`config.mk`:
```
export PLATFORM = sky130hd
export DESIGN_NAME = tt_um_hoene_manchester_frame_ctrl
export DESIGN_NICKNAME = d
export VERILOG_FILES = /design/src/rtl/tt_um_hoene_smart_led_pkg.sv /design/src/rtl/tt_um_hoene_word_shifter.sv /design/src/rtl/tt_um_hoene_manchester_frame_ctrl.sv
export SDC_FILE = /design/constraint.sdc
export NUM_CORES = 1
export LEC_CHECK = 0
export CORE_UTILIZATION = 53
export DETAILED_ROUTE_END_ITERATION = 8
export PLACE_DENSITY_LB_ADDON = 0.15
export SLEW_MARGIN = 20
export SYNTH_ARGS = -nofsm -noshare
export SYNTH_HDL_FRONTEND = slang
export SYNTH_SLANG_ARGS = --single-unit
export TNS_END_PERCENT = 30
```
`constraint.sdc`:
```
create_clock -name clk -period 2.15 [get_ports clk]
set_clock_uncertainty 0.1 [all_clocks]
set_input_delay 0.215 -clock clk [delete_from_list [all_inputs] [get_ports clk]]
set_output_delay 0.215 -clock clk [all_outputs]
set_load 0.03 [all_outputs]
```
`src/rtl/tt_um_hoene_smart_led_pkg.sv`:
```
// Shared types and default sizing for the smart-LED Manchester frame controller.
// Holds the frame FSM state encoding and the default word/gap/index parameters.
package tt_um_hoene_smart_led_pkg;

    typedef enum logic [1:0] {
        WAIT_IDLE = 2'd0,
        READY     = 2'd1,
        SHIFT     = 2'd2
    } state_t;

    localparam int DEF_WORD_BITS   = 24;
    localparam int DEF_IDLE_CYCLES = 96;
    localparam int DEF_IDX_W       = 8;

endpackage

```
`src/rtl/tt_um_hoene_word_shifter.sv`:
```
// Word assembler: MSB-first shift register plus bit counter. word_next is the
// word that would be held after the current shift, so a completed word is usable same cycle.
module tt_um_hoene_word_shifter
    import tt_um_hoene_smart_led_pkg::*;
#(
    parameter int WORD_BITS = DEF_WORD_BITS
) (
    input  logic                 clk,
    input  logic                 rst,
    input  logic                 clear,
    input  logic                 shift_en,
    input  logic                 bit_in,
    output logic [WORD_BITS-1:0] word_next,
    output logic                 word_done,
    output logic                 partial
);

    localparam int CNT_W = $clog2(WORD_BITS + 1);

    // Only WORD_BITS-1 bits need storing; the last bit arrives with word_done.
    logic [WORD_BITS-2:0] sreg;
    logic [CNT_W-1:0]     bit_cnt;

    assign word_next = {sreg, bit_in};
    assign word_done = shift_en && (bit_cnt == CNT_W'(WORD_BITS - 1));
    assign partial   = (bit_cnt != '0);

    always_ff @(posedge clk) begin
        if (rst || clear) begin
            sreg    <= '0;
            bit_cnt <= '0;
        end else if (shift_en) begin
            sreg    <= word_next[WORD_BITS-2:0];
            bit_cnt <= word_done ? '0 : bit_cnt + 1'b1;
        end
    end

endmodule

```
`src/rtl/tt_um_hoene_manchester_frame_ctrl.sv`:
```
// Frame controller: turns decoded Manchester bits into indexed LED words with a
// valid/ready handshake. Define HOENE_FRAME_STATS_EN to enable the err_count counter.
module tt_um_hoene_manchester_frame_ctrl
    import tt_um_hoene_smart_led_pkg::*;
#(
    parameter int WORD_BITS   = DEF_WORD_BITS,
    parameter int IDLE_CYCLES = DEF_IDLE_CYCLES,
    parameter int IDX_W       = DEF_IDX_W
) (
    input  logic                 clk,
    input  logic                 rst,
    input  logic                 bit_data,
    input  logic                 bit_clk,
    input  logic                 bit_error,
    output logic                 dec_rst_n,
    output logic [WORD_BITS-1:0] word_data,
    output logic [IDX_W-1:0]     word_idx,
    output logic                 word_valid,
    input  logic                 word_ready,
    output logic                 frame_end,
    output logic                 overrun,
    output logic                 frame_abort,
    output logic [7:0]           err_count
);

    localparam int GAP_W = $clog2(IDLE_CYCLES + 1);

    state_t               state, state_next;
    logic [GAP_W-1:0]     gap_cnt;
    logic                 gap_hit;
    logic                 shift_en;
    logic                 shift_clear;
    logic                 abort_set;
    logic                 drop;
    logic                 word_done;
    logic                 partial;
    logic                 words_seen;
    logic [WORD_BITS-1:0] word_next;
    logic [IDX_W-1:0]     idx_cnt;

    tt_um_hoene_word_shifter #(
        .WORD_BITS(WORD_BITS)
    ) u_shifter (
        .clk      (clk),
        .rst      (rst),
        .clear    (shift_clear),
        .shift_en (shift_en),
        .bit_in   (bit_data),
        .word_next(word_next),
        .word_done(word_done),
        .partial  (partial)
    );

    // Single-cycle event on the edge where the gap counter lands on IDLE_CYCLES.
    assign gap_hit = !bit_clk && (gap_cnt == GAP_W'(IDLE_CYCLES - 1));
    assign drop    = word_done && word_valid && !word_ready;

    always_ff @(posedge clk) begin
        if (rst) begin
            gap_cnt <= '0;
        end else if (bit_clk) begin
            gap_cnt <= '0;
        end else if (gap_cnt != GAP_W'(IDLE_CYCLES)) begin
            gap_cnt <= gap_cnt + 1'b1;
        end
    end

    always_ff @(posedge clk) begin
        if (rst) begin
            state <= WAIT_IDLE;
        end else begin
            state <= state_next;
        end
    end

    always_comb begin
        state_next  = state;
        shift_en    = 1'b0;
        shift_clear = gap_hit;
        abort_set   = 1'b0;
        case (state)
            READY: begin
                if (bit_clk) begin
                    shift_en   = 1'b1;
                    state_next = SHIFT;
                end
            end
            SHIFT: begin
                if (bit_error) begin
                    shift_clear = 1'b1;
                    abort_set   = 1'b1;
                    state_next  = WAIT_IDLE;
                end else if (bit_clk) begin
                    shift_en = 1'b1;
                end else if (gap_hit && partial) begin
                    abort_set = 1'b1;
                end
            end
            default: ;
        endcase
        if (gap_hit) begin
            state_next = READY;
        end
    end

    // Output stage: handshake, word index, frame flags.
    always_ff @(posedge clk) begin
        if (rst) begin
            dec_rst_n   <= 1'b0;
            word_data   <= '0;
            word_idx    <= '0;
            word_valid  <= 1'b0;
            idx_cnt     <= '0;
            words_seen  <= 1'b0;
            frame_end   <= 1'b0;
            overrun     <= 1'b0;
            frame_abort <= 1'b0;
        end else begin
            dec_rst_n <= 1'b1;
            frame_end <= gap_hit && words_seen;
            if (word_valid && word_ready) begin
                word_valid <= 1'b0;
            end
            if (word_done) begin
                if (!drop) begin
                    word_data  <= word_next;
                    word_idx   <= idx_cnt;
                    word_valid <= 1'b1;
                end
                words_seen <= 1'b1;
                if (idx_cnt != '1) begin
                    idx_cnt <= idx_cnt + 1'b1;
                end
            end
            if (gap_hit) begin
                idx_cnt    <= '0;
                words_seen <= 1'b0;
                overrun    <= 1'b0;
            end
            if (drop) begin
                overrun <= 1'b1;
            end
            // A partial word cut by the gap still reports an abort across the frame boundary.
            if (abort_set) begin
                frame_abort <= 1'b1;
            end else if (gap_hit) begin
                frame_abort <= 1'b0;
            end
        end
    end

`ifdef HOENE_FRAME_STATS_EN
    logic err_event;
    assign err_event = abort_set || drop;

    always_ff @(posedge clk) begin
        if (rst) begin
            err_count <= 8'd0;
        end else if (err_event && (err_count != 8'hFF)) begin
            err_count <= err_count + 8'd1;
        end
    end
`else
    assign err_count = 8'd0;
`endif

endmodule

```
==> impl_metrics.ini <==
[global_route]
grt_max_degree = 33
grt_pass1_vias = 2527
grt.total_usage = 0.2212
grt.overflow.total = 0
grt_pass1_wl_um = 11310
antenna_found_initial = 0

[cts]
root_buffer = clkbuf_8
cts_tree = done
cts_buffers = 9
htreeDepth = 3
clock_latency_ps = 350
clkSinkCount = 83
post_cts_buffers = 0
clk_path_buf_depth = 2
clk_pin_slew_ps = 90

[pwr]
ir_worst_vdd_v = 0.0005724
p_sw_frac = 0.2075
finalPower_mw = 2.875
clockPowerShare = 0.436
p_leak_nw = 1.351
power.net_switching_mw = 0.5966
power_frac_comb = 0.028
p_int_mw = 2.279
power.density_mw_per_mm2 = 697.2
pwr-share-seq = 0.536

[setup_path]
crit_slowest_cell = or4_1
cp.required_ps = 2330
cp.arrival_ps = 2220
critPathTopFamily = simple AND/OR/NAND/NOR gates
slowest_delay_ps = 520
startpoint_type = register
crit_path_start = state[0]$_SDFFE_PP0P_
endpoint_kind = register
critPathMaxFanout = 10
crit_path_cell_trace = inv_1 > ha_1 > and2b_4 > o211ai_4 > or4_1 > a21oi_1
crit_buf_inv = 1
path_class = reg2reg
rr_startpoint = state[0]$_SDFFE_PP0P_

[finish]
fin_area_mm2 = 0.004124
drive_gt1_frac = 0.08850
nets = 461
antennaDiodeCount = 0
fin_cells = 527
area_growth_pct = 21.85
fin_util = 0.6844

[synth]
synth-xor-area-share = 0.01811
yosysUniqueCellTypes = 48
ys_warn_count = 0
synth.top_cell.area_share = 0.4909
synthCells = 402
yosys.area.top_type = dfxtp_1
avgSynthCellArea_um2 = 8.419
syn_area_mm2 = 0.003384
synth_compound_area_frac = 0.1667
synth_fa_ha_area_frac = 0.02957
async_flop_share = 0
synth_top_family_by_area = simple AND/OR/NAND/NOR gates
netlist_top_cells_area = dfxtp_1 (49%), nand2_1 (13%), a21oi_1 (9.9%)
yosysSeqAreaShare = 0.4909
synth-edff-count = 0
synth-simple-area-share = 0.2237
synthFlopType = dfxtp_1
ys_ff_latch = 83
synthMuxAreaShare = 0.008872

[floorplan]
row_count = 28
die_area_mm2 = 0.006709
start_util = 0.5617
core-area_mm2 = 0.006026
ios = 51
die_h_um = 81.91
die_w_um = 81.91

[timing]
slew_headroom = 0.6206
hold_viol = 0
period_needed_ps = 2039
setup_viol = 0
grt_setup_unrepaired = false
worst_pin_slew_ps = 569.1
tns_ps = 0
max_freq_ghz = 0.4904
fin_crit_sh = 0.9484
final_max_slew_viol_count = 0

[outcome]
status = finished clean

[worst_hold_path]
hold_class = reg2reg
hold_start = word_data[6]$_SDFFE_PP0P_

[placement]
hpwl_um = 4483
gp_congestion = 0.7880
io_buffers = 42
placedCellCount = 511
place_area_mm2 = 0.003890

[detailed_routing]
drt_iter0_drc = 133
detailroute.via_count = 2786
drtAntennaViolNets = 0
vias_per_cell = 5.287
drt-total-wl_um = 6748
drtPass1Iterations = 4
drc_errors = 0
routedWlPerCell_um = 12.80

[job]
maxCapViolations = 0
worst reg2reg max path, cell delays in order (launching register included):
cell      delay, ps
dfxtp_1         370
inv_1            80
ha_1            310
and2b_4         310
o211ai_4        130
or4_1           520
a21oi_1         150
cells in the final DEF, fill, tap and decap left out, types with 3 or more instances in the layout:
| cell type | synthesis | routed |
|---|---|---|
| buf_12 | 0 | 3 |
| xor2_1 | 4 | 4 |
| inv_1 | 10 | 10 |
| dfxtp_1 | 83 | 83 |
| xnor2_1 | 3 | 3 |
| o21ai_0 | 5 | 5 |
| o211ai_1 | 3 | 3 |
| a21oi_1 | 67 | 67 |
| buf_4 | 8 | 9 |
| conb_1 | 1 | 8 |
| nand2_1 | 121 | 121 |
| ha_1 | 8 | 8 |
| nor2_1 | 11 | 11 |
| mux2i_1 | 3 | 3 |
| nand3_1 | 8 | 8 |
| nor3_1 | 4 | 4 |
| clkdlybuf4s50_1 | 0 | 42 |
| or3_1 | 3 | 3 |
| nand2b_1 | 4 | 4 |
| clkbuf_8 | 0 | 11 |
cell usage after synthesis (3+ instances only):
| cell type | instances |
|---|---|
| or3_1 | 3 |
| nor2_1 | 11 |
| nor3_1 | 4 |
| nand2_1 | 121 |
| buf_6 | 4 |
| nand3_1 | 8 |
| buf_4 | 8 |
| inv_1 | 10 |
| o211ai_1 | 3 |
| dfxtp_1 | 83 |
| o21ai_0 | 5 |
| a21oi_1 | 67 |
| mux2i_1 | 3 |
| xnor2_1 | 3 |
| ha_1 | 8 |
| xor2_1 | 4 |
| clkbuf_1 | 9 |
| buf_2 | 6 |
| nand2b_1 | 4 |
final timing paths:
kind,to,slack [ps],depth (start not counted)
hold reg to reg,word_data[6]$_SDFFE_PP0P_,350,2
setup reg to reg,idx_cnt[4]$_SDFFE_PP0P_,110,6
setup / recovery,idx_cnt[4]$_SDFFE_PP0P_,110,6
hold / removal,word_data[6]$_SDFFE_PP0P_,350,2
state kept, by name, indices dropped and copies added, names as in the netlist:
signal             cells
gap_cnt                7
dec_rst_n              1
word_idx               8
overrun                1
idx_cnt                8
u_shifter.bit_cnt      5
words_seen             1
frame_abort            1
state                  2
frame_end              1
u_shifter.sreg        23
word_valid             1
word_data             24
stage by stage:
step | hold slack [ps] | setup WS [ps]
after floorplan | 192.4 | 235.6
after global placement | 339.6 | 117.9
after detailed placement | 347.1 | 96.77
after CTS | 343.8 | 127.5
after global routing | 375.2 | 16.43
final | 353.1 | 110.8
cell families (layout without fill, tap and decap cells):
logic type                 after synthesis  count (layout)
AOI/OAI and AO/OA                       93              93
xor gates and xnor gates                 7               7
adders and majority gates                8               8
buffers and inverters                   37              80
DFF                                     83              83
muxes                                    3               3
other                                    1               8
and+or+nand+nor                        170             170
layer usage:
metal	part of all wire	routed length, um	global-route usage
met4	0.019	127	0.1035
met3	0.044	298	0.04333
met2	0.46	3122	0.3554
met1	0.47	3199	0.2843
met5	0	0	0
area by class of cell:
class	instances	area (um^2)
fill	520	1902
sequential	83	1662
multi-input combinational	289	1555
timing repair buffer	54	548.0
clock buffer	12	155.1
tap	75	93.84
clock inverter	4	72.57
inverter	10	37.54
power groups by stage:
stage	Clock [mW]	Combinational, mW	Sequential (mW)
6_report	1.25	0.0813	1.54
5_1_grt	1.34	0.0890	1.54
4_1_cts	1.27	0.0813	1.54
3_5_place_dp	0	0.0810	1.58
3_3_place_gp	0	0.0807	1.58
2_1_floorplan	0	0.0598	1.58
timing repair:
item                                    in CTS  in global routing
gates resized for setup                      0                  2
hold buffers                                 0                  0
endpoints found under the setup margin       0                  2
Note: power is estimated with default switching activity, not from simulation.
